File: src/rtl/prog_loader_pkg.sv
// Shared types and default widths for the instruction-memory program loader.
package prog_loader_pkg;

    localparam int DEF_ADDR_W = 8;
    localparam int DEF_DATA_W = 32;
    localparam int HOLD_W     = 4;

    typedef enum logic [2:0] {
        ST_IDLE,
        ST_LOAD,
        ST_CHECK,
        ST_HOLD,
        ST_RUN,
        ST_ERROR
    } state_t;

endpackage

File: src/rtl/prog_cksum.sv
// Running modulo-2^DATA_W sum of the words written during a program load.
module prog_cksum #(
    parameter int DATA_W = 32
) (
    input  logic              clk,
    input  logic              reset,
    input  logic              clear,
    input  logic              add_en,
    input  logic [DATA_W-1:0] add_data,
    output logic [DATA_W-1:0] sum
);

    always_ff @(posedge clk) begin
        if (!reset || clear) begin
            sum <= '0;
        end else if (add_en) begin
            sum <= sum + add_data;
        end
    end

endmodule

File: src/rtl/prog_loader.sv
// Streams a program into the MIPS instruction memory, then releases the core.
// Define PROG_CHECKSUM_EN to verify a trailing checksum word before release.
module prog_loader
    import prog_loader_pkg::*;
#(
    parameter int ADDR_W     = DEF_ADDR_W,
    parameter int DATA_W     = DEF_DATA_W,
    parameter int RST_CYCLES = 2
) (
    input  logic              clk,
    input  logic              reset,
    input  logic              start,
    input  logic [ADDR_W:0]   num_words,
    input  logic              in_valid,
    input  logic [DATA_W-1:0] in_data,
    output logic              in_ready,
    output logic              we_prog,
    output logic [ADDR_W-1:0] addr_prog,
    output logic [DATA_W-1:0] data_prog,
    output logic              prog_mode,
    output logic              cpu_reset,
    output logic              done,
    output logic              err
);

    localparam logic [ADDR_W:0]   MAX_WORDS = {1'b1, {ADDR_W{1'b0}}};
    localparam logic [ADDR_W:0]   CNT_ONE   = {{ADDR_W{1'b0}}, 1'b1};
    localparam logic [HOLD_W-1:0] HOLD_LAST = HOLD_W'(RST_CYCLES - 1);

    state_t            state;
    logic [ADDR_W:0]   count;
    logic [ADDR_W:0]   counter;
    logic [HOLD_W-1:0] hold_cnt;
    logic [ADDR_W:0]   count_clamped;
    logic              load_req;
    logic              xfer;
    logic              last_word;

    assign count_clamped = (num_words > MAX_WORDS) ? MAX_WORDS : num_words;
    assign load_req      = start && (state == ST_IDLE || state == ST_RUN || state == ST_ERROR);
    assign xfer          = in_valid && in_ready;
    assign last_word     = (counter == count - CNT_ONE);

`ifdef PROG_CHECKSUM_EN
    logic [DATA_W-1:0] cksum_sum;

    prog_cksum #(.DATA_W(DATA_W)) u_cksum (
        .clk      (clk),
        .reset    (reset),
        .clear    (load_req),
        .add_en   (state == ST_LOAD && xfer),
        .add_data (in_data),
        .sum      (cksum_sum)
    );
`else
    assign err = 1'b0;
`endif

    always_ff @(posedge clk) begin
        if (!reset) begin
            state     <= ST_IDLE;
            count     <= '0;
            counter   <= '0;
            hold_cnt  <= '0;
            in_ready  <= 1'b0;
            we_prog   <= 1'b0;
            addr_prog <= '0;
            data_prog <= '0;
            prog_mode <= 1'b0;
            cpu_reset <= 1'b1;
            done      <= 1'b0;
`ifdef PROG_CHECKSUM_EN
            err       <= 1'b0;
`endif
        end else begin
            // NOTE: default here makes we_prog a single-cycle strobe; a later branch raises it.
            we_prog <= 1'b0;
            if (load_req) begin
                count     <= count_clamped;
                counter   <= '0;
                hold_cnt  <= '0;
                cpu_reset <= 1'b1;
                done      <= 1'b0;
`ifdef PROG_CHECKSUM_EN
                err       <= 1'b0;
`endif
                if (count_clamped == '0) begin
                    state     <= ST_HOLD;
                    prog_mode <= 1'b1;
                    in_ready  <= 1'b0;
                end else begin
                    state     <= ST_LOAD;
                    prog_mode <= 1'b0;
                    in_ready  <= 1'b1;
                end
            end else begin
                case (state)
                    ST_LOAD: begin
                        if (xfer) begin
                            we_prog   <= 1'b1;
                            addr_prog <= counter[ADDR_W-1:0];
                            data_prog <= in_data;
                            counter   <= counter + CNT_ONE;
                            if (last_word) begin
`ifdef PROG_CHECKSUM_EN
                                state     <= ST_CHECK;
`else
                                state     <= ST_HOLD;
                                in_ready  <= 1'b0;
                                prog_mode <= 1'b1;
`endif
                            end
                        end
                    end
`ifdef PROG_CHECKSUM_EN
                    // The word after the program is the expected sum; it is never written.
                    ST_CHECK: begin
                        if (xfer) begin
                            in_ready <= 1'b0;
                            if (in_data == cksum_sum) begin
                                state     <= ST_HOLD;
                                prog_mode <= 1'b1;
                            end else begin
                                state <= ST_ERROR;
                                err   <= 1'b1;
                            end
                        end
                    end
`endif
                    ST_HOLD: begin
                        if (hold_cnt == HOLD_LAST) begin
                            state     <= ST_RUN;
                            cpu_reset <= 1'b0;
                            done      <= 1'b1;
                        end else begin
                            hold_cnt <= hold_cnt + 1'b1;
                        end
                    end
                    default: ;
                endcase
            end
        end
    end

endmodule

File: config.mk
export PLATFORM = sky130hd
export DESIGN_NAME = prog_loader
export DESIGN_NICKNAME = d
export VERILOG_FILES = /design/src/rtl/prog_loader_pkg.sv /design/src/rtl/prog_cksum.sv /design/src/rtl/prog_loader.sv
export SDC_FILE = /design/constraint.sdc
export NUM_CORES = 1
export LEC_CHECK = 0
export CAP_MARGIN = 40
export CORE_ASPECT_RATIO = 1.1
export CORE_MARGIN = 2
export CORE_UTILIZATION = 40
export DETAILED_ROUTE_END_ITERATION = 8
export HOLD_SLACK_MARGIN = 0.1
export PLACE_DENSITY = 0.7
export RECOVER_POWER = 50
export SYNTH_ARGS = -nofsm -noshare
export SYNTH_HDL_FRONTEND = slang
export SYNTH_SLANG_ARGS = --single-unit
File: constraint.sdc
create_clock -name clk -period 2.3 [get_ports clk]
set_clock_uncertainty 0.15 [all_clocks]
set_input_delay 0.23 -clock clk [delete_from_list [all_inputs] [get_ports clk]]
set_output_delay 0.23 -clock clk [all_outputs]
set_load 0.01 [all_outputs]
==> impl_metrics.yaml, run 1 <==
clock_network:
  clkTransAtPathRegs_ns: 0.07
  cts_resized: 0
  ctsLongestPathBuffers: 2
  clkSinkCount: 70
  cts_post_setup_buffers_inserted: 0
  root_buffer: "clkbuf_8"
  postCtsHoldBufs: 0
  h-tree-depth: 3
  insertion_delay_ns: 0.35
  numCtsBuffers: 9
  cts_tree: "built"
worst_setup_path:
  slowest_delay_ns: 0.44
  cp_data_required_time_ns: 2.39
  crit_fanout: 6
  endpoint_kind: "register"
  reg2reg_from: "count[0]"
  r2r_cells: 7
  crit_type: "register to register"
  timing.critical_path.cells: "inv_1 -> ha_1 -> or3b_1 -> nor3_1 -> xnor2_1 -> o2111ai_2 -> o21a_1"
  crit_slowest_cell: "or3b_1"
  cp.arrival_ns: 2.20
  r2r_slack_ns: 0.19
  r2r_end: "in_ready"
  critPathLaunchType: "register"
  crit_start: "count[0]"
  worstSetupEndpoint: "in_ready"
layout:
  layout-drive-gt1-share_pct: 6.546
  areaGrowthSynthToFinish_pct: 40.51
  final_cells: 530
  diodes: 0
  fill_cells: 684
  final_util_pct: 57.30
  nets: 487
flow_run:
  drv_cap: 0
placement:
  gp_congestion: 0.8672
  io_buffers: 89
  place_inst: 514
  dp_hpwl_mm: 4.829
die:
  rows: 33
  coreArea_mm2: 0.007391
  ioPinCount: 91
  die_area_mm2: 0.008247
  die_w_um: 86.77
  initial_core_util_pct: 40.78
  die_y_um: 95.05
sta:
  tightest_slew_ns: 0.8592
  hold_viol_final: 0
  fmax_ghz: 0.4749
  tns_ns: 0
  report.final.slew_viol_count: 0
  finalHoldWorstSlack_ns: 0.2876
  fin_crit_sh_pct: 91.56
  max-slew-margin-rel_pct: 42.72
  rsz0062_at_grt: "no"
  finalSetupViolations: 0
  period_minus_slack_ns: 2.106
synthesis:
  synth.top_cells.by_area: "dfxtp_1 (46%), nand2_1 (12%), a21boi_0 (11%), xnor2_1 (3.5%), xor2_1 (2.9%)"
  synth_edf_count: 0
  yosysTopAreaCell: "dfxtp_1"
  syn_area_per_cell_um2: 8.612
  synth_area_mm2: 0.003014
  synth_most_common_cell: "nand2_1"
  synth.top_cell.area_share_pct: 46.49
  yosys_warnings: 0
  synth-seq-cells: 70
  synthFlopType: "dfxtp_1"
  async_flop_share_pct: 0
  yosysSeqAreaShare_pct: 46.49
  netlist_instances: 350
  synth_cell_type_count: 44
  synth_nets: 399
  yosys-top-cells-count: "nand2_1 (94), dfxtp_1 (70), a21boi_0 (45)"
drt:
  first_pass_iters: 4
  wirelength_mm: 6.920
  wl_per_cell_um: 13.06
  drcViolationCount: 0
  viasPerCell: 4.955
  antenna_left: 0
  num_vias: 2626
  dr.first_iter.drc_count: 76
power:
  power_density_mw_per_mm2: 607.3
  p_total_mw: 2.572
  ir_worst_vdd_uv: 301.2
  p_int_mw: 1.987
  comb_power_share_pct: 9.7
  power_frac_seq_pct: 48.6
  p_clk_share_pct: 41.7
  switching_share_pct: 22.76
  p_leak_nw: 1.637
  switchingPower_mw: 0.5854
grt:
  gr-usage-all-layers_pct: 18.06
  grt_max_degree: 50
  grt_pass1_vias: 2580
  grt_pass1_wl_mm: 11.75
  overflow: 0
  grt_antenna_before_repair: 0
min_path:
  hp-class: "input pin to register"
run_status:
  status: "finished, final reports clean"
-- worst min-delay path by stage --
| stage | from | endpoint | slack [ns] | cells after the start |
|---|---|---|---|---|
| 6_report | in_data[27] | data_prog[27] | 0.29 | 3 |
| 5_1_grt | in_data[6] | data_prog[6] | 0.29 | 3 |
| 4_1_cts | in_data[22] | data_prog[22] | 0.27 | 3 |
| 3_5_place_dp | data_prog[15] | data_prog[15] | 0.31 | 2 |
| 3_3_place_gp | data_prog[18] | data_prog[18] | 0.30 | 2 |
| 2_1_floorplan | num_words[0] | count[0] | 0.21 | 1 |
-- state kept, by name (all words and copies together), names as in the netlist --
name and count:
done 1, count 9, we_prog 1, prog_mode 1, data_prog 32, in_ready 1, hold_cnt 4, cpu_reset 1
counter 9, state 3, addr_prog 8
-- final cells by class --
| class | count | area, µm² | share of cell area (%) |
|---|---|---|---|
| multi-input cells | 256 | 1525 | 36.01 |
| flip-flops and latches | 70 | 1401 | 33.09 |
| repair buffers | 96 | 965.9 | 22.81 |
| clock buffers | 11 | 131.4 | 3.102 |
| well taps | 87 | 108.9 | 2.570 |
| clock inverters | 5 | 83.83 | 1.979 |
| inverters | 5 | 18.77 | 0.4431 |
-- power by group through the flow --
stage                     sequential (mW)  combinational [mW]  clock (mW)
final                                1.25               0.249        1.07
after global routing                 1.25               0.274        1.16
after CTS                            1.25               0.253        1.11
after detailed placement             1.28               0.251           0
after global placement               1.28               0.251           0
after floorplan                      1.28               0.113           0
-- stage by stage --
stage / setup WS [ns] / cell area (µm²)
final: 0.1941 / 4235
after global routing: 0.02060 / 4235
after CTS: 0.1759 / 4228
after detailed placement: 0.1158 / 4013
after global placement: 0.2277 / 4013
after floorplan: 0.3934 / 3014
-- kinds of logic (layout without fill, tap and decap cells) --
family	after synthesis	in the layout	synth area share (%)
simple gates	158	158	24.74
other cells	1	1	0.1244
flops	70	70	46.49
mux	1	1	0.3736
buf+inv	24	117	3.404
xor+xnor	22	22	6.393
fa+ha+maj	4	4	1.661
compound gates	70	70	16.81
-- worst max-delay path, delay by kind of cell, from the launching register on --
kind | cells | cell delay (ns)
simple gates | 2 | 0.65
compound gates | 2 | 0.38
flops | 1 | 0.37
fa+ha+maj | 1 | 0.20
xor+xnor | 1 | 0.17
buf+inv | 1 | 0.08
-- cells in the final DEF, fill, tap and decap left out, types with 3 or more instances in the layout --
cell type and n:
nor2b_1 3, nand3_1 4, ha_1 4, and3_1 3
clkdlybuf4s50_1 45, a22o_1 5, dfxtp_1 70, xnor2_1 12
a21oi_1 6, clkbuf_8 9, nor3_1 5, nand4_1 3
nand2_1 94, dlygate4sd3_1 44, inv_1 5, a21boi_0 45
nor4_1 5, nor2_1 18, nand2b_1 4, buf_4 4
nand3b_1 4, o21ai_0 7, xor2_1 10
-- layer usage --
metal | vias up | wire length [µm] | share of wire, % | GRT usage [%]
met2 | 79 | 3192 | 46 | 30.32
li1 | 1353 | - | - | -
met5 | - | 0 | 0 | 0
met4 | 0 | 121 | 1.7 | 8.594
met3 | 7 | 395 | 5.7 | 3.636
met1 | 1187 | 3211 | 46 | 22.16
(Power assumes the default switching activity.)
==> inputs of run 2 (changes only) <==
==> constraint.sdc (replaced) <==
create_clock -name clk -period 2.3 [get_ports clk]
set_clock_uncertainty 0.15 [all_clocks]
set_input_delay 0.46 -clock clk [delete_from_list [all_inputs] [get_ports clk]]
set_output_delay 0.46 -clock clk [all_outputs]
set_load 0.01 [all_outputs]
==> impl_metrics.yaml, run 2 (same netlist as run 1, synthesis figures left out) <==
sta:
  hold_viol_final: 0
  setup_slack_ns: 0.1800
  fmax_ghz: 0.4717
  tns_ns: 0
  max-slew-margin-rel_pct: 42.82
  finalSetupViolations: 0
  fin_crit_sh_pct: 92.17
  rsz0062_at_grt: "no"
  period_minus_slack_ns: 2.120
  report.final.slew_viol_count: 0
  tightest_slew_ns: 0.8577
  finalHoldWorstSlack_ns: 0.3092
clock_network:
  postCtsHoldBufs: 0
  insertion_delay_ns: 0.34
  clkSinkCount: 70
  cts_resized: 0
  numCtsBuffers: 9
  clkTransAtPathRegs_ns: 0.07
  cts_post_setup_buffers_inserted: 0
  h-tree-depth: 3
  ctsLongestPathBuffers: 2
  root_buffer: "clkbuf_8"
  cts_tree: "built"
grt:
  gr-usage-all-layers_pct: 17.86
  busiest_layer: "met2"
  grt_antenna_before_repair: 0
  grt_pass1_vias: 2512
  grtUsageMet1_pct: 22.80
  grtUsageMet2_pct: 28.40
  grt_max_degree: 51
  use_met3_pct: 3.810
  overflow: 0
  grt_pass1_wl_mm: 11.68
worst_setup_path:
  cp_data_required_time_ns: 2.38
  reg2reg_from: "count[1]"
  crit_fanout: 5
  endpoint_kind: "register"
  critPathLaunchType: "register"
  r2r_cells: 7
  r2r_slack_ns: 0.18
  worstSetupEndpoint: "in_ready"
  crit_start: "count[1]"
  crit_type: "register to register"
  cp.arrival_ns: 2.20
  r2r_end: "in_ready"
power:
  power_frac_seq_pct: 50.0
  p_int_mw: 1.901
  p_clk_share_pct: 39.8
  power_density_mw_per_mm2: 592.0
  switching_share_pct: 23.68
  switchingPower_mw: 0.5899
  ir_worst_vdd_uv: 393.3
  comb_power_share_pct: 10.1
  p_leak_nw: 1.529
die:
  initial_core_util_pct: 40.78
  ioPinCount: 91
  coreArea_mm2: 0.007391
  die_y_um: 95.05
  rows: 33
  die_area_mm2: 0.008247
  die_w_um: 86.77
flow_run:
  drv_cap: 0
drt:
  drcViolationCount: 0
  antenna_left: 0
  num_vias: 2645
  wirelength_mm: 6.897
  viasPerCell: 4.972
  wl_per_cell_um: 12.96
  first_pass_iters: 4
  dr.first_iter.drc_count: 98
min_path:
  min_from: "data_prog[4]"
  min_path_cells: 2
  hp-class: "register to register"
layout:
  fin_area_mm2: 0.004208
  nets: 489
  reg_top3: "data_prog x32, count x9, counter x9"
  diodes: 0
  largest_reg_flops: 32
  fill_cells: 672
  top_register: "data_prog"
  final_common_cell: "nand2_1"
  layout-drive-gt1-share_pct: 6.742
  final_cells: 532
  layout_common_cells: "nand2_1 (94), clkdlybuf4s50_1 (74), dfxtp_1 (70)"
  areaGrowthSynthToFinish_pct: 39.60
placement:
  place_area_mm2: 0.004028
  io_buffers: 89
  post-place-ws_ns: -0.05138
  gp_congestion: 0.7564
  dp_hpwl_mm: 4.778
  place_inst: 516
run_status:
  status: "finished, final reports clean"
[run 2: worst min path at each step]
stage / to / slack (ns)
after floorplan: count[8] / 0.31
after global placement: data_prog[18] / 0.30
after detailed placement: data_prog[30] / 0.30
after CTS: data_prog[30] / 0.32
after global routing: data_prog[10] / 0.33
final: data_prog[4] / 0.31
[run 2: cell type report]
cell class	count	area [µm²]	share of cell area (%)
inverters	5	18.77	0.4460
clock inverters	6	61.31	1.457
well taps	87	108.9	2.587
flip-flops and latches	70	1401	33.30
clock buffers	10	137.6	3.271
multi-input cells	256	1506	35.80
repair buffers	98	973.4	23.13
[run 2: routing by layer]
metal	wire, µm	part of all wire (%)
met2	3102	45
met5	0	0
met1	3297	48
met3	345	5.0
met4	150	2.2
[run 2: per-stage QoR]
| step | util [%] | power (mW) |
|---|---|---|
| after global routing | 56.93 | 2.597 |
| after floorplan | - | 1.393 |
| after global placement | 54.49 | 1.530 |
| final | 56.93 | 2.491 |
| after detailed placement | 54.49 | 1.532 |
| after CTS | 57.19 | 2.528 |
[run 2: power groups by stage]
stage	clock network, mW	logic, mW	registers, mW
after global placement	0	0.255	1.28
after global routing	1.07	0.277	1.25
after floorplan	0	0.113	1.28
final	0.993	0.252	1.25
after detailed placement	0	0.256	1.28
after CTS	1.02	0.258	1.25
[run 2: worst max-delay path, cell delays in order (launching register included)]
cell and delay [ns]:
dfxtp_1 0.36, inv_1 0.07, ha_1 0.19, or3b_1 0.44, nor3_1 0.20, xnor2_1 0.17
o2111ai_1 0.21, o21a_1 0.23
